**src/rtl/mem_arb_pkg.sv**
```systemverilog
// Shared types and constants for the two-port memory arbiter.
package mem_arb_pkg;

  localparam int DATA_W = 8;

  typedef enum logic [1:0] {
    IDLE   = 2'd0,
    ACCESS = 2'd1,
    WAIT   = 2'd2,
    DONE   = 2'd3
  } state_t;

  typedef enum logic {
    PORT_CPU = 1'b0,
    PORT_DMA = 1'b1
  } port_t;

endpackage

```
**src/rtl/mem_arb_pick.sv**
```systemverilog
// Combinational winner selection between the CPU and DMA requesters.
// A tie goes to whichever port was not granted last.
module mem_arb_pick
  import mem_arb_pkg::*;
(
  input  logic  cpu_req,
  input  logic  dma_req,
  input  port_t last_grant,
  output port_t grant
);

  always_comb begin
    grant = PORT_CPU;
    if (cpu_req && dma_req) begin
      grant = (last_grant == PORT_CPU) ? PORT_DMA : PORT_CPU;
    end else if (dma_req) begin
      grant = PORT_DMA;
    end
  end

endmodule

```
**src/rtl/mem_arbiter.sv**
```systemverilog
// Arbitrates a CPU and a DMA port onto one single-port synchronous RAM.
// Define MEM_ARB_RR_EN for round-robin ties; otherwise the CPU has fixed priority.
module mem_arbiter
  import mem_arb_pkg::*;
#(
  parameter int WAIT_STATES = 0,
  parameter int MEM_AW      = 8
) (
  input  logic              clk,
  input  logic              reset,
  input  logic              cpu_req,
  input  logic              cpu_we,
  input  logic [15:0]       cpu_addr,
  input  logic [DATA_W-1:0] cpu_wdata,
  output logic              cpu_ack,
  output logic [DATA_W-1:0] cpu_rdata,
  input  logic              dma_req,
  input  logic              dma_we,
  input  logic [15:0]       dma_addr,
  input  logic [DATA_W-1:0] dma_wdata,
  output logic              dma_ack,
  output logic [DATA_W-1:0] dma_rdata,
  output logic              mem_en,
  output logic              mem_we,
  output logic [MEM_AW-1:0] mem_addr,
  output logic [DATA_W-1:0] mem_wdata,
  input  logic [DATA_W-1:0] mem_rdata,
  output logic              busy
);

  // Only meaningful when WAIT_STATES > 0; the WAIT state is skipped otherwise.
  localparam logic [1:0] WAIT_LAST = 2'(WAIT_STATES - 1);

  state_t              state_reg;
  port_t               winner_reg;
  logic                we_reg;
  logic [MEM_AW-1:0]   addr_reg;
  logic [DATA_W-1:0]   wdata_reg;
  logic [1:0]          wait_cnt_reg;
  logic                cpu_ack_reg;
  logic                dma_ack_reg;
  logic                mem_en_reg;
  logic                mem_we_reg;
  logic [DATA_W-1:0]   cpu_rdata_reg;
  logic [DATA_W-1:0]   dma_rdata_reg;
  port_t               grant;
  port_t               last_grant;
  logic                any_req;

  assign any_req = cpu_req || dma_req;

  mem_arb_pick u_pick (
    .cpu_req    (cpu_req),
    .dma_req    (dma_req),
    .last_grant (last_grant),
    .grant      (grant)
  );

`ifdef MEM_ARB_RR_EN
  port_t last_reg;

  always_ff @(posedge clk) begin
    if (reset) begin
      last_reg <= PORT_CPU;
    end else if (state_reg == IDLE && any_req) begin
      last_reg <= grant;
    end
  end

  assign last_grant = last_reg;
`else
  // Pretending DMA always won last makes the picker hand every tie to the CPU.
  assign last_grant = PORT_DMA;
`endif

  generate
    if (MEM_AW < 16) begin : g_addr_hi
      logic unused_addr_hi;
      assign unused_addr_hi = ^{cpu_addr[15:MEM_AW], dma_addr[15:MEM_AW]};
    end
  endgenerate

  always_ff @(posedge clk) begin
    if (reset) begin
      state_reg     <= IDLE;
      winner_reg    <= PORT_CPU;
      we_reg        <= 1'b0;
      addr_reg      <= '0;
      wdata_reg     <= '0;
      wait_cnt_reg  <= 2'd0;
      cpu_ack_reg   <= 1'b0;
      dma_ack_reg   <= 1'b0;
      mem_en_reg    <= 1'b0;
      mem_we_reg    <= 1'b0;
      cpu_rdata_reg <= '0;
      dma_rdata_reg <= '0;
    end else begin
      cpu_ack_reg <= 1'b0;
      dma_ack_reg <= 1'b0;
      mem_en_reg  <= 1'b0;
      mem_we_reg  <= 1'b0;
      case (state_reg)
        IDLE: begin
          if (any_req) begin
            winner_reg <= grant;
            we_reg     <= (grant == PORT_CPU) ? cpu_we : dma_we;
            addr_reg   <= (grant == PORT_CPU) ? cpu_addr[MEM_AW-1:0] : dma_addr[MEM_AW-1:0];
            wdata_reg  <= (grant == PORT_CPU) ? cpu_wdata : dma_wdata;
            mem_en_reg <= 1'b1;
            mem_we_reg <= (grant == PORT_CPU) ? cpu_we : dma_we;
            state_reg  <= ACCESS;
          end
        end
        ACCESS: begin
          wait_cnt_reg <= 2'd0;
          if (WAIT_STATES > 0) begin
            state_reg <= WAIT;
          end else begin
            cpu_ack_reg <= (winner_reg == PORT_CPU);
            dma_ack_reg <= (winner_reg == PORT_DMA);
            state_reg   <= DONE;
          end
        end
        WAIT: begin
          if (wait_cnt_reg == WAIT_LAST) begin
            cpu_ack_reg <= (winner_reg == PORT_CPU);
            dma_ack_reg <= (winner_reg == PORT_DMA);
            state_reg   <= DONE;
          end else begin
            wait_cnt_reg <= wait_cnt_reg + 2'd1;
          end
        end
        DONE: begin
          // RAM output has been stable since the cycle after ACCESS.
          if (!we_reg && winner_reg == PORT_CPU) cpu_rdata_reg <= mem_rdata;
          if (!we_reg && winner_reg == PORT_DMA) dma_rdata_reg <= mem_rdata;
          state_reg <= IDLE;
        end
        default: state_reg <= IDLE;
      endcase
    end
  end

  assign cpu_ack   = cpu_ack_reg;
  assign dma_ack   = dma_ack_reg;
  assign cpu_rdata = cpu_rdata_reg;
  assign dma_rdata = dma_rdata_reg;
  assign mem_en    = mem_en_reg;
  assign mem_we    = mem_we_reg;
  assign mem_addr  = addr_reg;
  assign mem_wdata = wdata_reg;
  assign busy      = (state_reg != IDLE);

endmodule

```
**config.mk**
```make
export PLATFORM = sky130hd
export DESIGN_NAME = mem_arbiter
export DESIGN_NICKNAME = d
export VERILOG_FILES = /design/src/rtl/mem_arb_pkg.sv /design/src/rtl/mem_arb_pick.sv /design/src/rtl/mem_arbiter.sv
export SDC_FILE = /design/constraint.sdc
export NUM_CORES = 1
export LEC_CHECK = 0
export ABC_AREA = 1
export CAP_MARGIN = 10
export CORE_ASPECT_RATIO = 1.4
export CORE_UTILIZATION = 25
export DETAILED_ROUTE_END_ITERATION = 10
export GPL_TIMING_DRIVEN = 0
export PLACE_DENSITY_LB_ADDON = 0.2
export SLEW_MARGIN = 5
export SYNTH_ARGS = -nofsm -noshare
export SYNTH_HDL_FRONTEND = slang
export SYNTH_SLANG_ARGS = --single-unit
export TNS_END_PERCENT = 20
```
**constraint.sdc**
```tcl
create_clock -name clk -period 1.5 [get_ports clk]
set_clock_uncertainty 0.1 [all_clocks]
set_input_delay 0.15 -clock clk [delete_from_list [all_inputs] [get_ports clk]]
set_output_delay 0.15 -clock clk [all_outputs]
set_load 0.02 [all_outputs]
```
[After elaboration in Yosys (flattened, before gate mapping)]
Cells that the tools add are included.
Word-level totals
  bits in writable memories: 0
  word-level logic and storage cells: 53
  memory bits (read-only): 0
  memories: 0
  output and inout port bits: 37
  bits in latches: 0
  bits in registers: 42
Operators by class
  multiply operators: 0
  bitwise logic cells: 3
  shift-type cells: 0
  $add $sub $neg: 1
  order comparisons: 0
  reductions and logical operators: 15
  mux-type cells: 15
  equal/unequal tests: 7
  divide/modulo/power cells: 0
Operators with widths (count)
  two-way mux 8 bit: 2
  AND reduction 2 bit: 5
  one-hot mux 2 bit (4 select lines): 1
  == test 2 bit, second input constant: 3
  two-way mux 1 bit: 6
  two-way mux 2 bit: 3
  inequality test 2 bit, second input constant: 3
  one-hot mux 1 bit (2 select lines): 2
  one-hot mux 2 bit (2 select lines): 1
  nonzero test 2 bit: 2
  logical AND 1 bit: 3
  NOT 1 bit: 3
  OR reduction 3 bit: 1
  adder 2 x 1 -> 2 bit, second input constant: 1
  == test 2 x 1 -> 1 bit, second input constant: 1
  zero test 2 bit: 1
  OR reduction 2 bit: 1
  zero test 1 bit: 1
  logical OR 1 bit: 1

[Logic depth before layout (Yosys ltp)]
  depth after elaboration: 3
  mapped depth: 8
  gate-level depth less buffers: 7

[Hierarchy]
Synthesis repeated with hierarchy kept, for this count alone.
Unflattened totals
  cells, all modules: 254
  area total of the unflattened synthesis: 1931.9 um^2
By module, submodules not included
  mem_arbiter: instances 1, area an instance 1919.3 um^2, cells an instance 252
  mem_arb_pick: instances 1, area an instance 12.5 um^2, cells an instance 2

[Least setup slack after synthesis]
OpenSTA, ideal clock, no wires.
  kind: flip-flop to flip-flop
  start: register state_reg[0]
  end: register wdata_reg[6] (netlist: mem_wdata[6])
  stages on the path, launching flop included: 9
  setup time: 111 ps
  path slack: 58 ps
  path buffers: 1
  required time: 1289 ps
  arrival time: 1230 ps
  cells stage by stage: dfxtp_1 inv_1 ha_1 inv_2 nor2_4 buf_6 nand2_1 nor2_1 nor2_1
On the way
  longest elaborated chain between the ends: 2
Ends and longest elaborated chain
  from (decl): line mem_arbiter.sv:34  | state_t state_reg;
  from (signal assigned): line mem_arbiter.sv:85  | state_reg <= IDLE;
  from (signal assigned): line mem_arbiter.sv:111  | state_reg <= ACCESS;
  from (signal assigned): line mem_arbiter.sv:117  | state_reg <= WAIT;
  zero test 2 bit: line mem_arbiter.sv:102  | case (state_reg)
  AND reduction 2 bit (no source line)
  to (signal assigned): line mem_arbiter.sv:108  | wdata_reg <= (grant == PORT_CPU) ? cpu_wdata : dma_wdata;
  to (decl): line mem_arbiter.sv:38  | logic [DATA_W-1:0] wdata_reg;
No other way between the ends.
A chain may end at the register's enable or synchronous reset.

[Final worst setup path]
  start: register cpu_ack_reg (netlist: cpu_ack)
  end: output cpu_ack
RTL lines
  from (decl): line mem_arbiter.sv:40  | logic cpu_ack_reg;
  from (signal assigned): line mem_arbiter.sv:119  | cpu_ack_reg <= (winner_reg == PORT_CPU);
  from (signal assigned): line mem_arbiter.sv:126  | cpu_ack_reg <= (winner_reg == PORT_CPU);
  to (decl): line mem_arbiter.sv:15  | output logic cpu_ack,
No word-level cell between the ends.

==> impl_metrics.csv <==
group,metric,value,unit
timing,finalMaxSlewViolations,0,
route,drt_iter0_drc,34,
worst_setup_path,arrival,1.20,ns
layout,fill_cells,908,
route,avgRoutedWirePerCell,10.4,um
timing,period_minus_slack,1.45,ns
synthesis,synth_cell_types,20,
grt,grt_pass1_vias,1804,
worst_setup_path,worst_ep_required_time,1.25,ns
worst_setup_path,crit_fanout,1,
layout,area_growth,51.7,%
timing,setup_viol,0,
grt,gr-usage-met2,22.7,%
route,num_vias,2027,
grt,grt_first_pass_wirelength,8130,um
run,drv_cap,0,
layout,layout-drive-gt1-share,10.7,%
synthesis,ys_warn_count,0,
placement,globalplace.congestion,0.750,
clocking,hold_buffers,0,
timing,holdWs,0.151,ns
route,drtAntennaViolNets,0,
grt,grt_use_met1,13.1,%
grt,met3_usage,4.56,%
floorplanning,core-area,7800,um^2
clocking,clockBufferDepth,2,
timing,timing.final.ws_setup,0.0508,ns
floorplanning,die_h,108,um
floorplanning,die_x,77.9,um
floorplanning,initial_utilization,25.9,%
grt,grt_start_max_net_pins,16,
worst_setup_path,startpoint_type,"flop",
timing,min_period_over_period,96.6,%
worst_setup_path,cp-end-kind,"primary output",
synthesis,synth_most_common_cell,"nor2_1",
synthesis,ys_ff_latch,42,
synthesis,avgSynthCellArea,6.70,um^2
worst_setup_path,cpMaxStageDelayCell,"clkdlybuf4s50_1",
status,status,"completed",
route,viasPerCell,4.12,
layout,n_antenna_cell,0,
timing,tns,0,ns
grt,antenna_found_initial,0,
synthesis,ys_seq_area_share,41.7,%
floorplanning,num_rows,38,
worst_setup_path,crit_buf_inv,1,
clocking,htree_levels,2,
placement,port_buffers,81,
timing,rsz0062_at_grt,"no",
synthesis,synth_edf_count,0,
synthesis,synthFlopType,"dfxtp_1",
floorplanning,fp.dieArea,8440,um^2
synthesis,async_flop_share,0,%
floorplanning,pin_count,99,
clocking,clock_sinks,42,
synthesis,synth_top_area_cell,"dfxtp_1",
route,wl,5110,um
worst_setup_path,cpPeakStageDelay,0.60,ns
synthesis,synth_area_leaders,"dfxtp_1 (42%), nor2_1 (14%), nand2_1 (12%)",
placement,post-place-ws,-0.275,ns
layout,nNetsFinal,459,
min_path,min_path_type,"input port to flop",
grt,grt_use_total,12.4,%
synthesis,synth_common_cells,"nor2_1 (77), nand2_1 (62), dfxtp_1 (42), inv_1 (42), nand3_1 (23)",
worst_setup_path,path_delay_family,"buffers and inverters",
worst_setup_path,crit_type,"flop to primary output",
synthesis,netlist_instances,301,
timing,finalHoldViolations,0,
clocking,cts_inserted_buffers,5,
power_and_ir_drop,pwr_density_cell,1280,nW/um^2
clocking,root_buffer,"clkbuf_8",
synthesis,syn-cell-area,2020,um^2
synthesis,syn_nets,369,
placement,detailed_place_hpwl,3960,um
route,drc_errors,0,
clocking,clk_latency,0.30,ns
worst_setup_path,path_cells,"clkdlybuf4s50_1",
timing,clock.fmax,690,MHz
grt,busiest_layer,"met2",
power_and_ir_drop,static-leakage-power,1.60,nW
clocking,path_clk_slew,0.09,ns
clocking,cts_tree,"built",
route,first_pass_iters,3,
timing,worst_pin_slew,0.322,ns
power_and_ir_drop,power.ir.vdd_worst,0.000519,V
timing,slew_headroom,78.5,%
synthesis,yosys.area.top_type_share,41.7,%
grt,overflow,0,
power breakdown:
part / switching, mW / internal [mW]
registers: 0.126 / 1.35
clock network: 0.430 / 0.333
logic: 0.956 / 0.713
worst paths after layout:
kind / startpoint / endpoint / slack, ns / cells after the start
min: dma_req / mem_addr[1] / 0.15 / 5
max: cpu_ack / cpu_ack / 0.05 / 1
min reg2reg: wait_cnt_reg[0] / wait_cnt_reg[0] / 0.37 / 1
max reg2reg: state_reg[0] / mem_addr[3] / 0.15 / 8
what timing repair did:
action	CTS	global route
gates resized for setup	35	15
endpoints found under the setup margin	41	32
pin swaps	1	0
cloned	0	0
buffers inserted	2	0
per-stage QoR:
step / cells / cell area (um^2) / util [%] / power, mW
CTS: 492 / 3030 / 38.8 / 3.94
detailed placement: 482 / 2950 / 37.9 / 3.27
global placement: 482 / 2950 / 37.9 / 3.25
global route: 492 / 3060 / 39.3 / 4.21
finish: 492 / 3060 / 39.3 / 3.91
floorplan: 301 / 2020 / - / 2.55
metal layers:
layer  share of wire (%)  routed length [um]  vias up
met5                   0                   0        -
met4                 1.4                  70        0
met3                 8.6                 438        6
met2                  49                2520       72
met1                  41                2080      865
li1                    -                   -     1084
final cells by class:
type                    count  area (um^2)  share of cell area, %
repair buffers             83          806                   26.3
well taps                 100          125                   4.09
flip-flops and latches     42          843                   27.5
inverters                  46          179                   5.84
multi-input cells         204          947                   30.9
clock inverters             3         23.8                  0.776
clock buffers               5         68.8                   2.25
plain buffers               9         68.8                   2.25
kinds of logic after synthesis:
kind of cell,synth area share [%]
AOI/OAI and AO/OA,6.82
adders and majority gates,3.72
buffers and inverters,12.0
DFF,41.7
and+or+nand+nor,35.8
cell usage in the layout (no fill, tap or decap), drive strengths merged, types with 5 or more instances in the layout:
cell,synthesis,routed
a21oi,5,5
buf,7,10
clkbuf,2,7
clkdlybuf4s50,0,45
dfxtp,42,42
dlygate4sd2,0,28
dlymetal6s2s,0,7
ha,6,6
inv,45,46
nand2,63,63
nand3,23,23
nor2,88,88
o21ai,18,18
No activity file was read; power rests on OpenSTA's default activity.
==> patch (same flow settings) <==
The 4 states of `state_t` get a Gray code encoding in 2 bits.
--- a/src/rtl/mem_arb_pkg.sv
+++ b/src/rtl/mem_arb_pkg.sv
@@ -4,10 +4,10 @@
   localparam int DATA_W = 8;
 
   typedef enum logic [1:0] {
-    IDLE   = 2'd0,
-    ACCESS = 2'd1,
-    WAIT   = 2'd2,
-    DONE   = 2'd3
+    IDLE   = 2'b00,
+    ACCESS = 2'b01,
+    WAIT   = 2'b11,
+    DONE   = 2'b10
   } state_t;
 
   typedef enum logic {
Check against the original RTL: same outputs for any inputs over 10 cycles, from zero or initial values and one cycle with reset high; not proved beyond that.
==> patch against the unedited design <==
- count of clock-buffer cells in the layout is 3 higher
- register-to-register slack worse by 0.03 ns
- area after synthesis is 1.1% higher
- critical path depth stayed put
- wire length is 5.1% higher
- design area is 2.6% higher
- sequential cell count stayed put
- hold slack better by 0.010 ns
- worst setup slack better by 0.0084 ns
- sequential share of layout area is 0.73 points lower
- critical endpoint unchanged
Power is not compared: it rests on default switching activity, and its combinational part moved more than twofold at a synthesized area within 25%.
==> patch: results (changes against the unedited design) <==
----------------------------------------------------
[Outcome]
  Outcome ... completed (unchanged)

[Cells and area]
  Filler cells ... 872 (was 908)
  Share of final-layout standard cells stronger than drive strength 1 ... 0.0929 (was 0.107)
  Post-layout nets ... 471 (was 459)

[Synthesis]
  Fraction of synthesized area in multiplexers ... 0 (unchanged)
  Most frequent cells after synthesis ... 79 x nor2_1, 68 x nand2_1, 45 x inv_1 (was 77 x nor2_1, 62 x nand2_1, 42 x dfxtp_1, 42 x inv_1, 23 x nand3_1)
  Number of distinct library cells after synthesis ... 18 (was 20)
  Part of the Yosys area used for sequential elements ... 0.412 (was 0.417)
  Post-synthesis compound-gate area fraction ... 0.0343 (was 0.0682)
  Top cells by area in the synthesized netlist ... dfxtp_1 41%, nor2_1 15%, nand2_1 13%, nand3_1 10%, inv_1 8.3% (was dfxtp_1 42%, nor2_1 14%, nand2_1 12%, inv_1 7.8%, nand3_1 5.7%)

[Global route]
  Maximum number of pins on one net before global-route repair ... 13 (was 16)
  First-pass GRT wire length ... 8490 µm (was 8130 µm)
  Vias in the first global route ... 1905 (was 1804)
  Total global routing track utilization ... 0.129 (was 0.124)

[Placement]
  Final weighted congestion in routability-driven placement ... 0.790 (was 0.750)
  Worst slack at placement ... -0.245 ns (was -0.275 ns)
  DP HPWL ... 3990 µm (was 3960 µm)

[Drt]
  Total via count after detailed routing ... 2064 (was 2027)
  DR vias/cell ... 4.06 (was 4.12)
  DR iter-0 viols ... 54 (was 34)
  Average routed wire per standard cell ... 10.5 µm (was 10.4 µm)
  Router iterations before antenna repair ... 4 (was 3)

[Critical path]
  Timing startpoint of the critical path ... cpu_ack (unchanged)
  Reg-to-reg endpoint ... we_reg (was mem_addr[3])
  Reg-to-reg setup timing slack ... 0.12 ns (was 0.15 ns)

[Timing]
  Minimum clock period ... 1.44 ns (was 1.45 ns)
  Relative slew margins ... 0.735 (was 0.785)

[Clock tree]
  Total CTS buffers ... 5 (unchanged)
  H-Tree Level Count ... 2 (unchanged)

----------------------------------------------------
patch: through the flow:
step	util	setup TNS (ns)	hold slack [ns]	cell area (µm²)	instances
after floorplan	-	0	0.119	2040	317
after global placement	0.379	-3.72	0.362	2980	498
after detailed placement	0.379	-4.54	0.366	2980	498
after CTS	0.395	0	0.154	3100	509
after global routing	0.400	0	0.192	3140	509
final	0.400	0	0.161	3140	509
patch: layout make-up:
type / instances / area, µm² / share of cell area
repair buffers: 84 / 856 / 0.273
multi-input cells: 211 / 913 / 0.291
inverters: 50 / 188 / 0.0598
plain buffers: 14 / 106 / 0.0339
clock buffers: 8 / 110 / 0.0351
flip-flops and latches: 42 / 842 / 0.268
well taps: 100 / 125 / 0.0398
patch: how the worst min path moves through the flow:
| stage | to |
|---|---|
| CTS | mem_addr[1] |
| detailed placement | wait_cnt_reg[1] |
| global route | mem_addr[1] |
| finish | mem_addr[1] |
| floorplan | mem_en |
| global placement | wait_cnt_reg[1] |
patch: power by group through the flow:
stage | combinational [mW] | clock, mW | sequential, mW
3_5_place_dp | 0.801 | 0 | 1.28
4_1_cts | 0.797 | 0.888 | 1.25
5_1_grt | 0.866 | 0.942 | 1.26
6_report | 0.779 | 0.854 | 1.25
2_1_floorplan | 0.354 | 0 | 1.37
3_3_place_gp | 0.800 | 0 | 1.28
patch: routing by layer:
| layer | wire [µm] | share of wire | global-route usage |
|---|---|---|---|
| met1 | 2340 | 0.44 | 0.138 |
| met2 | 2530 | 0.47 | 0.229 |
| met3 | 471 | 0.088 | 0.0485 |
| met4 | 28 | 0.0052 | 0.0476 |
| met5 | 0 | 0 | 0 |
patch: repair_timing:
item | in CTS | in global routing
pin swaps | 1 | 0
gates cloned | 0 | 0
buffers inserted | 3 | 0
resized for setup | 21 | 21
endpoints found under the setup margin | 17 | 27
